$ cat config.mk
export PLATFORM = sky130hd
export DESIGN_NAME = ahb_slave_mbox_if_flat
export DESIGN_NICKNAME = d
export VERILOG_FILES = /design/src/rtl/ahb_slave_mbox_if_if.sv /design/src/rtl/ahb_slave_mbox_if.sv /design/src/flat_wrapper.sv
export SDC_FILE = /design/constraint.sdc
export NUM_CORES = 1
export LEC_CHECK = 0
export CAP_MARGIN = 15
export CORE_AREA = 5 5 99 101
export DETAILED_ROUTE_END_ITERATION = 7
export DIE_AREA = 0 0 104 106
export PLACE_DENSITY = 0.78
export SYNTH_ARGS = -nofsm -noshare
export SYNTH_HDL_FRONTEND = slang
export SYNTH_SLANG_ARGS = --single-unit
$ cat constraint.sdc
create_clock -name hclk -period 1.7 [get_ports hclk]
set_input_delay 0.17 -clock hclk [delete_from_list [all_inputs] [get_ports hclk]]
set_output_delay 0.17 -clock hclk [all_outputs]
set_load 0.1 [all_outputs]
$ cat src/rtl/ahb_slave_mbox_if_if.sv
// Purpose: bundles the AHB-Lite slave bus and the mailbox request/response signals of the bridge.
// Latency: none (wiring only).
// Backpressure: hreadyout stalls the AHB master; h_req_ready stalls the request side.
// Ports (slave view):
//   AHB in : hsel, haddr, htrans, hwrite, hsize, hwdata, hready
//   AHB out: hreadyout, hresp, hrdata
//   mailbox: h_req_valid/addr/wdata/write/sel out, h_req_ready in,
//            h_resp_valid/rdata/err in
interface ahb_slave_mbox_if_if #(
    parameter int ADDR_W = 32,
    parameter int DATA_W = 32,
    parameter int SEL_W  = 3
);
    logic              hsel;
    logic [ADDR_W-1:0] haddr;
    logic [1:0]        htrans;
    logic              hwrite;
    logic [2:0]        hsize;
    logic [DATA_W-1:0] hwdata;
    logic              hready;
    logic              hreadyout;
    logic              hresp;
    logic [DATA_W-1:0] hrdata;

    logic              h_req_valid;
    logic [ADDR_W-1:0] h_req_addr;
    logic [DATA_W-1:0] h_req_wdata;
    logic              h_req_write;
    logic [SEL_W-1:0]  h_req_sel;
    logic              h_req_ready;
    logic              h_resp_valid;
    logic [DATA_W-1:0] h_resp_rdata;
    logic [1:0]        h_resp_err;

    modport slave (
        input  hsel, haddr, htrans, hwrite, hsize, hwdata, hready,
        output hreadyout, hresp, hrdata,
        output h_req_valid, h_req_addr, h_req_wdata, h_req_write, h_req_sel,
        input  h_req_ready, h_resp_valid, h_resp_rdata, h_resp_err
    );

    modport master (
        output hsel, haddr, htrans, hwrite, hsize, hwdata, hready,
        input  hreadyout, hresp, hrdata,
        input  h_req_valid, h_req_addr, h_req_wdata, h_req_write, h_req_sel,
        output h_req_ready, h_resp_valid, h_resp_rdata, h_resp_err
    );
endinterface

$ cat src/rtl/ahb_slave_mbox_if.sv
// Purpose: AHB-Lite slave front-end issuing one HCLK-side mailbox request per accepted transfer.
// Latency: h_req_valid one cycle after the address phase; data phase completes the cycle after the response pulse.
// Backpressure: hreadyout held low from accept until the response returns; h_req_valid held until h_req_ready.
// Ports: hclk, hresetn (async, active-low) plus the bus interface (slave modport):
//   AHB signals in/out and the mailbox request/response handshake.
// Optional: define AHB_SIZE_CHECK_EN to reject non-word or misaligned transfers with ERROR
//   and no mailbox request; without it hsize is ignored and every transfer is forwarded.
module ahb_slave_mbox_if #(
    parameter int ADDR_W  = 32,
    parameter int DATA_W  = 32,
    parameter int SEL_W   = 3,
    parameter int SEL_LSB = 12
) (
    input  logic hclk,
    input  logic hresetn,
    ahb_slave_mbox_if_if.slave bus
);

    typedef enum logic [2:0] {
        S_IDLE,
        S_REQ,
        S_WAIT,
        S_ERR1,
        S_ERR2
    } state_t;

    state_t            state;
    state_t            state_nxt;
    logic              accept;
    logic              size_bad;
    logic [ADDR_W-1:0] addr_q;
    logic              write_q;
    logic              hreadyout_q;
    logic              hresp_q;
    logic [DATA_W-1:0] hrdata_q;
    logic              req_valid_q;

`ifdef AHB_SIZE_CHECK_EN
    // Only aligned 32-bit transfers may reach the mailbox.
    assign size_bad = (bus.hsize != 3'b010) || (bus.haddr[1:0] != 2'b00);
`else
    logic unused_hsize;
    assign size_bad     = 1'b0;
    assign unused_hsize = ^bus.hsize;
`endif

    // Address phases are only looked at when the data phase of the previous
    // transfer is completing (IDLE, or the second ERROR cycle).
    always_comb begin
        state_nxt = state;
        accept    = 1'b0;
        case (state)
            S_IDLE, S_ERR2: begin
                state_nxt = S_IDLE;
                if (bus.hsel && bus.hready && bus.htrans[1]) begin
                    accept    = 1'b1;
                    state_nxt = size_bad ? S_ERR1 : S_REQ;
                end
            end
            S_REQ: begin
                if (bus.h_req_ready) begin
                    state_nxt = S_WAIT;
                end
            end
            S_WAIT: begin
                // Responses outside WAIT are stale or spurious and fall through untouched.
                if (bus.h_resp_valid) begin
                    state_nxt = (bus.h_resp_err == 2'b00) ? S_IDLE : S_ERR1;
                end
            end
            S_ERR1:  state_nxt = S_ERR2;
            default: state_nxt = S_IDLE;
        endcase
    end

    always_ff @(posedge hclk or negedge hresetn) begin
        if (!hresetn) begin
            state <= S_IDLE;
        end else begin
            state <= state_nxt;
        end
    end

    // Outputs are registered from next state so they line up with the state they describe.
    always_ff @(posedge hclk or negedge hresetn) begin
        if (!hresetn) begin
            hreadyout_q <= 1'b1;
            hresp_q     <= 1'b0;
            req_valid_q <= 1'b0;
        end else begin
            hreadyout_q <= (state_nxt == S_IDLE) || (state_nxt == S_ERR2);
            hresp_q     <= (state_nxt == S_ERR1) || (state_nxt == S_ERR2);
            req_valid_q <= (state_nxt == S_REQ);
        end
    end

    always_ff @(posedge hclk or negedge hresetn) begin
        if (!hresetn) begin
            addr_q  <= '0;
            write_q <= 1'b0;
        end else if (accept) begin
            addr_q  <= bus.haddr;
            write_q <= bus.hwrite;
        end
    end

    // Read data only changes on a successful read; writes and errors keep the old value.
    always_ff @(posedge hclk or negedge hresetn) begin
        if (!hresetn) begin
            hrdata_q <= '0;
        end else if ((state == S_WAIT) && bus.h_resp_valid &&
                     (bus.h_resp_err == 2'b00) && !write_q) begin
            hrdata_q <= bus.h_resp_rdata;
        end
    end

    assign bus.hreadyout   = hreadyout_q;
    assign bus.hresp       = hresp_q;
    assign bus.hrdata      = hrdata_q;
    assign bus.h_req_valid = req_valid_q;
    assign bus.h_req_addr  = addr_q;
    assign bus.h_req_write = write_q;
    assign bus.h_req_sel   = addr_q[SEL_LSB +: SEL_W];
    // The master holds hwdata stable through the wait states, so it can pass straight through.
    assign bus.h_req_wdata = bus.hwdata;

endmodule
$ cat src/flat_wrapper.sv
// flat-port wrapper written by rule: the top's interface ports become plain ports
module ahb_slave_mbox_if_flat 
#(
    parameter int ADDR_W  = 32,
    parameter int DATA_W  = 32,
    parameter int SEL_W   = 3,
    parameter int SEL_LSB = 12
)
  (hclk, hresetn, bus_hsel, bus_haddr, bus_htrans, bus_hwrite, bus_hsize, bus_hwdata, bus_hready, bus_hreadyout, bus_hresp, bus_hrdata, bus_h_req_valid, bus_h_req_addr, bus_h_req_wdata, bus_h_req_write, bus_h_req_sel, bus_h_req_ready, bus_h_resp_valid, bus_h_resp_rdata, bus_h_resp_err);
  ahb_slave_mbox_if_if #(.ADDR_W(ADDR_W), .DATA_W(DATA_W), .SEL_W(SEL_W)) bus_i ();
  input  logic hclk;
  input  logic hresetn;
  input wire logic [$bits(bus_i.hsel)-1:0] bus_hsel;
  input wire logic [$bits(bus_i.haddr)-1:0] bus_haddr;
  input wire logic [$bits(bus_i.htrans)-1:0] bus_htrans;
  input wire logic [$bits(bus_i.hwrite)-1:0] bus_hwrite;
  input wire logic [$bits(bus_i.hsize)-1:0] bus_hsize;
  input wire logic [$bits(bus_i.hwdata)-1:0] bus_hwdata;
  input wire logic [$bits(bus_i.hready)-1:0] bus_hready;
  output wire logic [$bits(bus_i.hreadyout)-1:0] bus_hreadyout;
  output wire logic [$bits(bus_i.hresp)-1:0] bus_hresp;
  output wire logic [$bits(bus_i.hrdata)-1:0] bus_hrdata;
  output wire logic [$bits(bus_i.h_req_valid)-1:0] bus_h_req_valid;
  output wire logic [$bits(bus_i.h_req_addr)-1:0] bus_h_req_addr;
  output wire logic [$bits(bus_i.h_req_wdata)-1:0] bus_h_req_wdata;
  output wire logic [$bits(bus_i.h_req_write)-1:0] bus_h_req_write;
  output wire logic [$bits(bus_i.h_req_sel)-1:0] bus_h_req_sel;
  input wire logic [$bits(bus_i.h_req_ready)-1:0] bus_h_req_ready;
  input wire logic [$bits(bus_i.h_resp_valid)-1:0] bus_h_resp_valid;
  input wire logic [$bits(bus_i.h_resp_rdata)-1:0] bus_h_resp_rdata;
  input wire logic [$bits(bus_i.h_resp_err)-1:0] bus_h_resp_err;
  assign bus_i.hsel = bus_hsel;
  assign bus_i.haddr = bus_haddr;
  assign bus_i.htrans = bus_htrans;
  assign bus_i.hwrite = bus_hwrite;
  assign bus_i.hsize = bus_hsize;
  assign bus_i.hwdata = bus_hwdata;
  assign bus_i.hready = bus_hready;
  assign bus_hreadyout = bus_i.hreadyout;
  assign bus_hresp = bus_i.hresp;
  assign bus_hrdata = bus_i.hrdata;
  assign bus_h_req_valid = bus_i.h_req_valid;
  assign bus_h_req_addr = bus_i.h_req_addr;
  assign bus_h_req_wdata = bus_i.h_req_wdata;
  assign bus_h_req_write = bus_i.h_req_write;
  assign bus_h_req_sel = bus_i.h_req_sel;
  assign bus_i.h_req_ready = bus_h_req_ready;
  assign bus_i.h_resp_valid = bus_h_resp_valid;
  assign bus_i.h_resp_rdata = bus_h_resp_rdata;
  assign bus_i.h_resp_err = bus_h_resp_err;
  ahb_slave_mbox_if #(.ADDR_W(ADDR_W), .DATA_W(DATA_W), .SEL_W(SEL_W), .SEL_LSB(SEL_LSB)) u_core (.hclk(hclk), .hresetn(hresetn), .bus(bus_i));
endmodule
======== Word-level counts from Yosys, hierarchy flattened ========
Index checks and enable logic that the tools add are counted.
storage, ports and cells
  bits of input ports ..................... 110
  word-level logic and storage cells ...... 33
  output and inout bits ................... 103
  register bits after elaboration ......... 71
cells by class
  muxes and demuxes ....................... 7
  equal/unequal tests ..................... 7
  reduce and logical (&&, ||, !) cells .... 12
operator list
  operator                                              count
  case mux 3 bit (4 select lines)                       1
  equality test 3 x 2 -> 1 bit (second input constant)  3
  equality test 3 x 1 -> 1 bit (second input constant)  2
  equality test 3 bit (second input constant)           2
  logical NOT 3 bit                                     2
  2-to-1 mux 3 bit                                      2
  logical AND 1 bit                                     5
  2-to-1 mux 1 bit                                      3
  logical NOT 2 bit                                     1
  logical OR 1 bit                                      2
  2-to-1 mux 2 bit                                      1
  OR reduction 2 bit                                    1
  logical NOT 1 bit                                     1

======== Depth between registers and ports, before layout ========
  word-level depth ........................ 6
  depth in mapped cells ................... 5
  gate-level depth less buffers ........... 3

======== Worst setup path after synthesis ========
OpenSTA, ideal clock, no wires.
  path kind ............................... reg-to-reg
  start point ............................. register u_core.write_q, in the netlist u_core.bus.h_req_write
  end point ............................... register u_core.hrdata_q[11], in the netlist u_core.bus.hrdata[11]
  library setup time ...................... 126 ps
  cell stages (with the launch flop) ...... 5
  period minus slack after synthesis ...... 1850 ps
  buffers on the path ..................... 1
  arrival ................................. 1724 ps
  required time ........................... 1574 ps
  setup slack ............................. -150 ps
  cell sequence ........................... dfrtp_1 -> nor2_1 -> nand4_4 -> buf_6 -> mux2_2
on the way
  longest elaborated chain between the ends .. 2
RTL lines
  item                      line                      source
  start: declaration        ahb_slave_mbox_if.sv:32   logic write_q;
  start signal: assignment  ahb_slave_mbox_if.sv:103  write_q <= bus.hwrite;
  logical NOT 1 bit         ahb_slave_mbox_if.sv:112  (bus.h_resp_err == 2'b00) && !write_q) begin
  logical AND 1 bit         ahb_slave_mbox_if.sv:112
  end signal: assignment    ahb_slave_mbox_if.sv:113  hrdata_q <= bus.h_resp_rdata;
  end: declaration          ahb_slave_mbox_if.sv:35   logic [DATA_W-1:0] hrdata_q;
Every way passes these cells.
A chain may end at the register's enable or synchronous reset.

======== Worst setup path after layout ========
  start point ............................. register u_core.state[0]
  end point ............................... register u_core.addr_q[4], in the netlist u_core.bus.h_req_addr[4]
on the way
  longest elaborated chain between the ends .. 3
  elaborated cells between the ends (all ways) .. 4
  classes of those cells .................. eq/ne (1); mux (1); reduce/logical (2)
RTL lines
  item                                                             line                      source
  start: declaration                                               ahb_slave_mbox_if.sv:27   state_t state;
  start signal: assignment                                         ahb_slave_mbox_if.sv:80   state <= state_nxt;
  equality test 3 bit / logical NOT 3 bit (equally long branches)  ahb_slave_mbox_if.sv:52   case (state)
  OR reduction 2 bit (*)                                           ahb_slave_mbox_if.sv:52
  2-to-1 mux 1 bit (*)                                             ahb_slave_mbox_if.sv:52
  end signal: assignment                                           ahb_slave_mbox_if.sv:102  addr_q <= bus.haddr;
  end: declaration                                                 ahb_slave_mbox_if.sv:31   logic [ADDR_W-1:0] addr_q;
Every way passes the cells marked *; elsewhere a longest branch is shown, timed or not.

==> metrics.md <==
| Metric | Value |
|---|---|
| ANT nets after route | `0` |
| Initial DRC count | `45` |
| Simple-Gate Fraction of Synth Area | `0.03138` |
| Unrepaired setup endpoints after global routing | `no` |
| Share of post-route cells with drive strength above 1 | `0.5031` |
| Hold_buf cts | `1` |
| Largest net degree at the start of global routing | `72` |
| Worst r2r src | `u_core.state[0]` |
| Die width | `about 100 microns` |
| Synth Area in Adders | `0` |
| Largest family of logic cells by synthesized area | `multiplexers` |
| Post-Place Cell Area | `about 0.0043 sq mm` |
| Initial core utilization | `0.3482` |
| CTS sink cnt | `71` |
| Period utilization | `0.9459` |
| Max-cap violations | `0` |
| Sequential-to-total area share from yosys stat | `0.5716` |
| Gr usage total | `0.1298` |
| Routed WL per cell | `around 17 microns` |
| Compound-Gate Fraction of Synth Area | `0.01448` |
| Vias in the first global route | `2164` |
| Final min period | `1608 ps` |
| Worst Max-Slew Pin Slew | `376.0 ps` |
| CTS buffer count | `9` |
| Hold Path Stages | `0` |
| Final count of hold timing violations | `0` |
| CP Max Fanout | `18` |
| Cells after synthesis | `between 150 and 200` |
| Die ar. | `around 0.011 sq mm` |
| Num ports | `around 210` |
| Synthesis-stage register bit count | `a little over 70` |
| Rel. slew slack | `0.7493` |
| Die Y | `106 microns` |
| Routability Congestion | `0.6925` |
| Clk buf depth | `2` |
| Mean Syn Cell Area | `roughly 16 sq um` |
| Area growth, synth to finish | `44.97%` |
| Mux cell area share after synthesis | `0.2715` |
| Worst setup margin | `between 90 and 100 ps` |
| CTS tree | `done` |
| Status | `finished clean` |
| Core area | `between 0.008 and 0.009 sq mm` |
| Post-synthesis xor/xnor area fraction | `0` |
| Post-layout nets | `approximately 430` |
| Drt pass-1 iters | `4` |
| CTS resizes | `0` |
| Clk root buf | `clkbuf_8` |
| Remaining DRCs | `0` |
| Avg Vias per Cell | `4.531` |
| HPWL after detailed placement | `5.648 mm` |
| Critical Path RT | `1910 ps` |
| Place WS | `48.74 ps` |
| Worst Setup SP | `u_core.state[0]` |
| Syn Std Cell Area | `about 0.0031 sq mm` |
| WL final | `about 7.4 mm` |
| Synth cell types | `25` |
| CTS H-tree depth | `3` |
| Overflow after GRT | `0` |
| Setup-failing EPs final | `0` |
| Syn_nets | `around 310` |
| YS warnings | `0` |
| Reg-to-Reg End | `u_core.bus.h_req_addr[4]` |
| Critical path startpoint category | `register` |
| # port buffers | `roughly 140` |
| Worst min-delay path class | `primary input to output port` |
| Most frequent cells in the layout | `72 x clkdlybuf4s50_1, 69 x buf_4, 69 x dfrtp_1, 33 x mux2_2, 30 x mux2_4` |
| Commonest non-fill, non-tap cell in the layout | `clkdlybuf4s50_1` |
| Critical path class | `register to register` |
| Setup TNS | `0 ps` |
| Worst setup EP type | `register` |
| Worst R2R Path Depth | `4` |
| CP arrival | `1820 ps` |
| Hold endpoint | `bus_h_req_wdata[18]` |
| Clock transition at the registers of the reported paths | `~70 ps` |
| Via count | `between 1.5k and 2k` |
| Initial antenna violation count | `0` |
| Ant diodes | `0` |
| Fin area | `0.004509 sq mm` |
| Hold Path Origin | `bus_hwdata[18]` |
| Clock network latency to the later pin of the worst-skew pair | `~340 ps` |
| Pins Over Slew Limit | `0` |
| Clock skew | `between 10 and 15 ps` |
| Fmax | `a little over 0.6 GHz` |
| First-pass GRT wire length | `11.41 mm` |
| Rows | `35` |
| Post-CTS setup buffers | `0` |
| Worst reg-to-reg setup slack | `90 ps` |
[Yosys cell counts]
master | count | area share
dfrtp_1 | 70 | 0.56
buf_4 | 35 | 0.084
mux2_2 | 33 | 0.12
mux2_4 | 30 | 0.14
buf_6 | 7 | 0.025
nor2_1 | 3 | 0.0036
mux2_1 | 2 | 0.0072
a21boi_0 | 1 | 0.0024
a21o_1 | 1 | 0.0024
a21oi_1 | 1 | 0.0016
and2_1 | 1 | 0.0020
and2b_2 | 1 | 0.0028
and4_4 | 1 | 0.0036
dfstp_2 | 1 | 0.0084
inv_1 | 1 | 0.0012
nand2_1 | 1 | 0.0012
nand2b_1 | 1 | 0.0020
nand3b_1 | 1 | 0.0024
nand4_1 | 1 | 0.0020
nand4_4 | 1 | 0.0068
o21ai_0 | 1 | 0.0016
o221a_2 | 1 | 0.0036
o311ai_0 | 1 | 0.0028
or2b_1 | 1 | 0.0024
or4_1 | 1 | 0.0024
[how the worst max path moves through the flow]
stage	end	slack (ps)	depth (start not counted)
after floorplan	u_core.bus.hrdata[16]	120	4
after CTS	u_core.bus.h_req_addr[4]	90	4
after global placement	u_core.bus.h_req_addr[4]	60	4
after global routing	u_core.bus.h_req_addr[9]	40	4
after detailed placement	u_core.bus.h_req_addr[13]	50	4
final	u_core.bus.h_req_addr[4]	90	4
[cells by family (layout without fill, tap and decap cells)]
logic type | after synthesis | in the layout
DFF | 71 | 71
AOI/OAI and AO/OA | 6 | 6
buffers and inverters | 43 | 167
and+or+nand+nor | 13 | 13
muxes | 65 | 65
[worst max-delay path, stage by stage (launching register included)]
cell     delay [ps]
dfrtp_1         450
nor2_1          170
and4_4          350
buf_12          210
mux2_4          310
[area by class of cell]
cell class / count / area, sq um
tap: 111 / 138.9
fill: 773 / 4424
clock buffer: 9 / 123.9
clock inverter: 6 / 62.56
multi-input combinational: 84 / 987.2
inverter: 1 / 3.754
sequential: 71 / 1779
timing repair buffer: 151 / 1414
[registers in the layout (all words and copies together), names as in the netlist]
| register | flops |
|---|---|
| u_core.bus.h_req_valid | 1 |
| u_core.bus.hreadyout | 1 |
| u_core.bus.h_req_write | 1 |
| u_core.bus.hresp | 1 |
| u_core.bus.h_req_addr | 32 |
| u_core.state | 3 |
| u_core.bus.hrdata | 32 |
[stage by stage]
step / util / instances / hold slack (ps)
floorplan: - / 198 / -125.6
global placement: 0.4828 / 417 / 225.1
detailed placement: 0.4828 / 417 / 227.8
finish: 0.5048 / 433 / 340.0
CTS: 0.5048 / 433 / 340.7
global route: 0.5048 / 433 / 340.1
[layer usage]
| layer | share of wire | track usage | vias up |
|---|---|---|---|
| met5 | 0 | 0 | - |
| met4 | 0.020 | 0.06475 | 0 |
| met3 | 0.067 | 0.03461 | 14 |
| met2 | 0.52 | 0.2190 | 90 |
| met1 | 0.40 | 0.1523 | 975 |
| li1 | - | - | 883 |
Power is not shown: default switching activity piles up to over one toggle a cycle in this logic, so the estimate is an artifact.
